File: src/rtl/writeback_regfile_if.sv
// rtl/writeback_regfile_if.sv - W-stage write-back and D-stage read bundle for writeback_regfile
interface writeback_regfile_if #(
    parameter int XLEN  = 32,
    parameter int CNT_W = 32
);
    logic             write_enable_RF_W;
    logic [1:0]       write_back_W;
    logic [XLEN-1:0]  alu_rsl_W;
    logic [XLEN-1:0]  write_back_data_W;
    logic [XLEN-1:0]  imm_extended_W;
    logic [XLEN-1:0]  pc4_W;
    logic [4:0]       rd_W;
    logic [4:0]       rs1_D;
    logic [4:0]       rs2_D;
    logic [XLEN-1:0]  rd1_D;
    logic [XLEN-1:0]  rd2_D;
    logic [XLEN-1:0]  result_W;
    logic             commit_W;
    logic [CNT_W-1:0] commit_cnt;

    modport master (
        output write_enable_RF_W, write_back_W, alu_rsl_W, write_back_data_W,
               imm_extended_W, pc4_W, rd_W, rs1_D, rs2_D,
        input  rd1_D, rd2_D, result_W, commit_W, commit_cnt
    );

    modport slave (
        input  write_enable_RF_W, write_back_W, alu_rsl_W, write_back_data_W,
               imm_extended_W, pc4_W, rd_W, rs1_D, rs2_D,
        output rd1_D, rd2_D, result_W, commit_W, commit_cnt
    );
endinterface

File: src/rtl/writeback_regfile.sv
// rtl/writeback_regfile.sv - W-stage result mux and 32x32 register file with W->D bypass
module writeback_regfile #(
    parameter int XLEN  = 32,
    parameter int NREG  = 32,
    parameter int CNT_W = 32
) (
    input  logic               clk,
    input  logic               rst,
    writeback_regfile_if.slave wb
);
    localparam logic [1:0] SEL_ALU = 2'b00;
    localparam logic [1:0] SEL_MEM = 2'b01;
    localparam logic [1:0] SEL_IMM = 2'b10;
    localparam logic [1:0] SEL_PC4 = 2'b11;

    logic [XLEN-1:0]  regs_q [NREG];
    logic [CNT_W-1:0] commit_cnt_q;
    logic [CNT_W-1:0] commit_cnt_d;
    logic [XLEN-1:0]  result_d;
    logic             commit;
    logic [XLEN-1:0]  rd1;
    logic [XLEN-1:0]  rd2;

    always_comb begin
        result_d = wb.alu_rsl_W;
        unique case (wb.write_back_W)
            SEL_ALU: result_d = wb.alu_rsl_W;
            SEL_MEM: result_d = wb.write_back_data_W;
            SEL_IMM: result_d = wb.imm_extended_W;
            SEL_PC4: result_d = wb.pc4_W;
            default: result_d = wb.alu_rsl_W;
        endcase
    end

    // Reset gates commit so a write arriving with reset is dropped and never bypassed.
    assign commit = wb.write_enable_RF_W && (wb.rd_W != 5'd0) && !rst;

    always_comb begin
        commit_cnt_d = commit_cnt_q;
        if (commit) begin
            commit_cnt_d = commit_cnt_q + 1'b1;
        end
    end

    always_comb begin
        rd1 = '0;
        if (wb.rs1_D != 5'd0) begin
            if (commit && (wb.rd_W == wb.rs1_D)) begin
                rd1 = result_d;
            end else begin
                rd1 = regs_q[wb.rs1_D];
            end
        end
    end

    always_comb begin
        rd2 = '0;
        if (wb.rs2_D != 5'd0) begin
            if (commit && (wb.rd_W == wb.rs2_D)) begin
                rd2 = result_d;
            end else begin
                rd2 = regs_q[wb.rs2_D];
            end
        end
    end

    // Entry 0 is only ever cleared; commit excludes rd_W == 0.
    always_ff @(posedge clk) begin
        if (rst) begin
            for (int i = 0; i < NREG; i++) begin
                regs_q[i] <= '0;
            end
            commit_cnt_q <= '0;
        end else begin
            if (commit) begin
                regs_q[wb.rd_W] <= result_d;
            end
            commit_cnt_q <= commit_cnt_d;
        end
    end

    assign wb.result_W   = result_d;
    assign wb.commit_W   = commit;
    assign wb.commit_cnt = commit_cnt_q;
    assign wb.rd1_D      = rd1;
    assign wb.rd2_D      = rd2;
endmodule
File: src/flat_wrapper.sv
// flat-port wrapper written by rule: the top's interface ports become plain ports
module writeback_regfile_flat 
#(
    parameter int XLEN  = 32,
    parameter int NREG  = 32,
    parameter int CNT_W = 32
)
  (clk, rst, wb_write_enable_RF_W, wb_write_back_W, wb_alu_rsl_W, wb_write_back_data_W, wb_imm_extended_W, wb_pc4_W, wb_rd_W, wb_rs1_D, wb_rs2_D, wb_rd1_D, wb_rd2_D, wb_result_W, wb_commit_W, wb_commit_cnt);
  writeback_regfile_if #(.XLEN(XLEN), .CNT_W(CNT_W)) wb_i ();
  input  logic clk;
  input  logic rst;
  input wire logic [$bits(wb_i.write_enable_RF_W)-1:0] wb_write_enable_RF_W;
  input wire logic [$bits(wb_i.write_back_W)-1:0] wb_write_back_W;
  input wire logic [$bits(wb_i.alu_rsl_W)-1:0] wb_alu_rsl_W;
  input wire logic [$bits(wb_i.write_back_data_W)-1:0] wb_write_back_data_W;
  input wire logic [$bits(wb_i.imm_extended_W)-1:0] wb_imm_extended_W;
  input wire logic [$bits(wb_i.pc4_W)-1:0] wb_pc4_W;
  input wire logic [$bits(wb_i.rd_W)-1:0] wb_rd_W;
  input wire logic [$bits(wb_i.rs1_D)-1:0] wb_rs1_D;
  input wire logic [$bits(wb_i.rs2_D)-1:0] wb_rs2_D;
  output wire logic [$bits(wb_i.rd1_D)-1:0] wb_rd1_D;
  output wire logic [$bits(wb_i.rd2_D)-1:0] wb_rd2_D;
  output wire logic [$bits(wb_i.result_W)-1:0] wb_result_W;
  output wire logic [$bits(wb_i.commit_W)-1:0] wb_commit_W;
  output wire logic [$bits(wb_i.commit_cnt)-1:0] wb_commit_cnt;
  assign wb_i.write_enable_RF_W = wb_write_enable_RF_W;
  assign wb_i.write_back_W = wb_write_back_W;
  assign wb_i.alu_rsl_W = wb_alu_rsl_W;
  assign wb_i.write_back_data_W = wb_write_back_data_W;
  assign wb_i.imm_extended_W = wb_imm_extended_W;
  assign wb_i.pc4_W = wb_pc4_W;
  assign wb_i.rd_W = wb_rd_W;
  assign wb_i.rs1_D = wb_rs1_D;
  assign wb_i.rs2_D = wb_rs2_D;
  assign wb_rd1_D = wb_i.rd1_D;
  assign wb_rd2_D = wb_i.rd2_D;
  assign wb_result_W = wb_i.result_W;
  assign wb_commit_W = wb_i.commit_W;
  assign wb_commit_cnt = wb_i.commit_cnt;
  writeback_regfile #(.XLEN(XLEN), .NREG(NREG), .CNT_W(CNT_W)) u_core (.clk(clk), .rst(rst), .wb(wb_i));
endmodule
File: config.mk
export PLATFORM = sky130hd
export DESIGN_NAME = writeback_regfile_flat
export DESIGN_NICKNAME = d
export VERILOG_FILES = /design/src/rtl/writeback_regfile_if.sv /design/src/rtl/writeback_regfile.sv /design/src/flat_wrapper.sv
export SDC_FILE = /design/constraint.sdc
export NUM_CORES = 2
export LEC_CHECK = 0
export CAP_MARGIN = 20
export CORE_MARGIN = 2
export CORE_UTILIZATION = 45
export CTS_CLUSTER_DIAMETER = 150
export DETAILED_ROUTE_END_ITERATION = 6
export SYNTH_ARGS = -nofsm -noshare
export SYNTH_HDL_FRONTEND = slang
export SYNTH_SLANG_ARGS = --single-unit
File: constraint.sdc
create_clock -name clk -period 4.2 [get_ports clk]
set_clock_uncertainty 0.2 [all_clocks]
set_input_delay 0.63 -clock clk [delete_from_list [all_inputs] [get_ports clk]]
set_output_delay 0.63 -clock clk [all_outputs]
set_load 0.01 [all_outputs]
## Yosys cells after proc, flatten, opt, wreduce, memory -nomap -nowiden

Memory sizes are Yosys's and may differ from the RTL's.
Index checks and enable logic that the tools add are counted.

- Register bits after elaboration: 32
- Bits in writable memories: 1024
- Word-level logic and storage cells: 31
- Memories kept: 1

Memory list:

| memory | words | width | rd ports | clocked after Yosys merged registers in | write ports | RTL line | source |
|---|---|---|---|---|---|---|---|
| u_core.regs_q | 32 | 32 | 2 | 0 | 32 | writeback_regfile.sv:16 | `logic [XLEN-1:0] regs_q [NREG];` |

- Add/subtract/negate cells: 1
- Equality and inequality tests: 5
- Mux-type cells: 13
- Reductions and logical operators: 10

Operators by type and width:

| operator | number |
|---|---|
| 32-bit 2-to-1 mux | 5 |
| 32-bit one-hot mux with 4 select lines | 1 |
| 32-bit by 1-bit adder with 32-bit output (second input constant) | 1 |
| 32-bit OR reduction | 1 |
| 5-bit nonzero test | 3 |
| 5-bit == test | 2 |
| 1-bit 2-to-1 mux | 6 |
| 5-bit 2-to-1 mux | 1 |
| 2-bit == test (second input constant) | 2 |
| 1-bit logical AND | 4 |
| 2-bit by 1-bit == test with 1-bit output (second input constant) | 1 |
| 2-bit logical NOT | 1 |
| 1-bit logical NOT | 1 |

## Depth between registers and ports, before layout

- Word-level depth: 8
- Gate-level depth with buffers: 9
- Gate-level depth less buffers: 5

## Worst setup path before layout

Ideal clock, no wire load.

- Path type: input-to-reg
- From: input port wb_rd_W[2]
- To: memory u_core.regs_q[20][0], enable pin
- Setup time: 389 ps
- Arrival time: 2638 ps
- Required time: 3611 ps
- Path slack: 973 ps
- Stages on the path: 6
- Buffers on the path: 2
- Cell sequence: clkbuf_1 > nor3_1 > nor4b_2 > nand2_1 > clkbuf_1 > nand2_1

RTL lines:

| element | RTL line | source |
|---|---|---|
| start, declared | flat_wrapper.sv:18 | `input wire logic [$bits(wb_i.rd_W)-1:0] wb_rd_W;` |
| end, declared | writeback_regfile.sv:16 |  |

## Worst setup path after layout

- From: input port wb_rd_W[4]
- To: output port wb_rd2_D[6]

- Longest elaborated chain between the ends: 6
- Elaborated cells between the ends (all ways): 7
- Those cells by class: eq/ne: 1; mux: 2; reduce/logical: 4

Ends and longest elaborated chain:

| element | RTL line | source |
|---|---|---|
| 5-bit nonzero test | writeback_regfile.sv:36 | `assign commit = wb.write_enable_RF_W && (wb.rd_W != 5'd0) && !rst;` |
| 1-bit logical AND (2 in series) | writeback_regfile.sv:36 |  |
| 1-bit logical AND (*) | writeback_regfile.sv:59 | `if (commit && (wb.rd_W == wb.rs2_D)) begin` |
| 32-bit 2-to-1 mux (*) | writeback_regfile.sv:59 |  |
| 32-bit 2-to-1 mux (*) | writeback_regfile.sv:58 | `if (wb.rs2_D != 5'd0) begin` |
| end, declared | flat_wrapper.sv:22 | `output wire logic [$bits(wb_i.rd2_D)-1:0] wb_rd2_D;` |

Mark *: on every way between the ends. The rest lies on a longest branch, timed or not.

==> impl_metrics.ini <==
[outcome]
outcome = complete, no violations

[die]
die_h_um = 352.5
die-area_sq_um = 124200
ioPinCount = 277
start_util_pct = 45.48
core_sq_um = 120100
placementRows = 127
fp.dieW_um = 352.5

[place]
hpwl_um = 123800
placed_area_sq_um = 61880
io_buffers = 276
place_congestion = 0.8619

[detailed_routing]
drtPass1Iterations = 6
ant_nets = 0
wirelength_um = 195900
wl_per_cell_um = 33.09
via_per_inst = 6.479
drt_iter0_markers = 5207
drc = 0
num_vias = 38355

[timing]
fmax_mhz = 239.9
finalCritPeriodShare_pct = 99.25
final-setup-viol-count = 0
worst_slew_pin_slew_ns = 0.8750
slew_viol_final = 0
relSlewSlack_pct = 41.54
rsz0062_at_grt = true
finalHoldViolCount = 0
fin_crit_ns = 4.168

[yosys]
synth_edf_count = 1024
ys_warn_count = 0
synthMuxAreaShare_pct = 24.25
synth_top_area_share_pct = 56.28
async_reset_ff_share_pct = 0
synth_cell_types = 61
synth_area_leaders = edfxtp_1 56%, mux4_2 22%, nor2_1 7.0%
synth_compound_area_share_pct = 4.465
synth_area_leader_cell = edfxtp_1
synth_xor_area_share_pct = 0.4328
yosys.area_share.simple_pct = 9.833
yosysSeqAreaShare_pct = 57.45
avgSynthCellArea_sq_um = 14.17
synth-main-ff-cell = edfxtp_1
yosys.area_share.adder_pct = 0.02290
syn-instance-count = 3857
synth_top_family_by_area = multiplexers
netlist_area_sq_um = 54640
ys_seq_elements = 1056

[worst_setup_path]
critical_path_arrival_ns = 3.34
cp-start-kind = input pin
crit_path_end_kind = primary output
ff2ff_setup_slack_ns = 1.51
path_buf_inv = 5
slowest_stage = clkdlybuf4s50_1
crit_chain = clkdlybuf4s50_1, buf_4, buf_4, xor2_1, nor3_1, and4_4, buf_12, a211oi_2, a211oi_4, clkdlybuf4s50_1
critical_path.max_fanout = 28
cpPeakStageDelay_ns = 0.60
crit_family = buffers and inverters
worstSetupPathType = in -> out
crit_required_ns = 3.37

[clock_network]
cts.sinks = 1056
clk_pin_slew_ns = 0.06
numCtsBuffers = 112
cts_root_buf = clkbuf_16
max-clock-path-buffers = 3
clk_latency_ns = 0.71
htreeDepth = 3
cts_hold_buf = 0
cts_tree = built

[global_route]
grt_max_degree = 47
antenna_found_initial = 4
grt_pass1_vias = 38672
grt_pass1_wl_um = 276900
grt_usage_pct = 31.21
overflow = 0

[layout]
nNetsFinal = 4365
postLayoutCellArea_sq_um = 65520
area_delta_synth_final_pct = 19.91
regArea_sq_um = 31390
fill_cells = 9937
final_util_pct = 54.54
drive_gt1_share_pct = 28.31
multi_input_area_sq_um = 22120

[pwr]
total_power_w = 0.02592
ir_drop_mv = 0.3680
power.density_nw_per_um2 = 395.6
leakage_nw = 23.13

[job]
maxCapViolCount = 0

[min_path]
holdCritPathClass = in -> reg
==> per-layer routing <==
metal	GRT usage [%]	wire, um	up-vias
li1	-	-	15563
met1	41.56	71700	19784
met2	48.73	91120	2520
met3	7.203	22470	484
met4	14.76	10590	4
met5	0	23	-
==> through the flow <==
step | std cells | hold slack, ns | setup WS [ns] | TNS, ns
global route | 5919 | 0.1614 | -0.08262 | -0.4931
floorplan | 3888 | 0.2959 | 0.9730 | 0
global placement | 5713 | 0.2853 | -0.6252 | -4.680
CTS | 5917 | 0.1322 | -0.06726 | -0.4553
detailed placement | 5713 | 0.2984 | -0.6147 | -5.116
finish | 5920 | 0.1751 | 0.03154 | 0
==> registers in the layout, indices dropped and copies added (netlist names) <==
| name | cells |
|---|---|
| u_core.regs_q | 1024 |
| u_core.wb.commit_cnt | 32 |
==> logic make-up (layout without fill, tap and decap cells) <==
group,count (synthesis),in the layout
AO/OA/AOI/OAI,340,340
XOR/XNOR,27,27
adder cells (fa/ha/maj),1,1
buffers and inverters,449,867
flip-flops,1056,1056
multiplexers,651,651
other,1,34
AND/OR/NAND/NOR,1332,1332
==> worst reg2reg max path, stage by stage (launching register included) <==
cell     delay, ns
dfxtp_1       0.44
and4_1        0.25
nand3_1       0.32
or3_1         0.69
or4_1         0.58
a21oi_1       0.15
==> path summary, 6_finish.rpt <==
path / from / endpoint / cells after the start
max: wb_rd_W[4] / wb_rd2_D[6] / 10
min reg2reg: u_core.wb.commit_cnt[31] / u_core.wb.commit_cnt[31] / 2
min: rst / u_core.wb.commit_cnt[24] / 3
max reg2reg: u_core.wb.commit_cnt[7] / u_core.wb.commit_cnt[31] / 5
==> layout make-up <==
class	instances	share of cell area (%)
Sequential cell	1056	47.91
Multi-Input combinational cell	2383	33.76
Timing Repair Buffer	624	9.879
Clock buffer	145	4.522
Tap cell	1612	3.078
Clock inverter	59	0.6226
Inverter	39	0.2234
Antenna cell	2	0.007639
==> synth_stat cells (13+ instances only) <==
cell type,count
buf_2,76
inv_1,38
o22ai_1,74
nor2_1,1026
a211oi_2,16
a22oi_1,99
dfxtp_1,32
a211oi_1,54
mux4_2,535
o31ai_1,13
edfxtp_1,1024
buf_1,21
nand2_1,161
nor3_1,39
buf_4,23
mux2_2,32
o221ai_1,15
o21ai_1,34
nand3_1,15
clkbuf_1,280
xnor2_1,18
mux2i_1,84
or3_1,13
==> cells in the final DEF, fill, tap and decap left out, types with 9 or more instances in the layout <==
master / synthesis / final
a211oi_1: 54 / 44
a211oi_2: 16 / 23
a21oi_1: 12 / 12
a22oi_1: 99 / 98
buf_12: 0 / 85
buf_4: 23 / 263
clkbuf_1: 280 / 27
clkbuf_16: 0 / 112
clkdlybuf4s50_1: 0 / 252
clkinv_1: 1 / 30
clkinv_2: 0 / 16
conb_1: 1 / 32
dfxtp_1: 32 / 32
edfxtp_1: 1024 / 1024
inv_1: 38 / 38
mux2_2: 32 / 32
mux2i_1: 84 / 84
mux4_2: 535 / 535
nand2_1: 161 / 111
nand2_2: 0 / 50
nand3_1: 15 / 15
nor2_1: 1026 / 1026
nor3_1: 39 / 33
o21ai_4: 0 / 25
o221ai_1: 15 / 14
o22ai_1: 74 / 71
o31ai_1: 13 / 9
or3_1: 13 / 12
xnor2_1: 18 / 18
xor2_1: 9 / 9
==> power by group <==
| part | leakage, nW | switching (W) | internal, W | total [W] |
|---|---|---|---|---|
| clock | 1.65 | 0.00421 | 0.00519 | 0.00940 |
| sequential | 10.0 | 0.000273 | 0.0121 | 0.0124 |
| combinational | 11.5 | 0.00229 | 0.00184 | 0.00413 |
==> what timing repair did <==
action	CTS	global route
setup buffers	0	1
endpoints found under the setup margin	38	40
resized for setup	29	28
pin swaps	2	2
(Power assumes the default switching activity.)
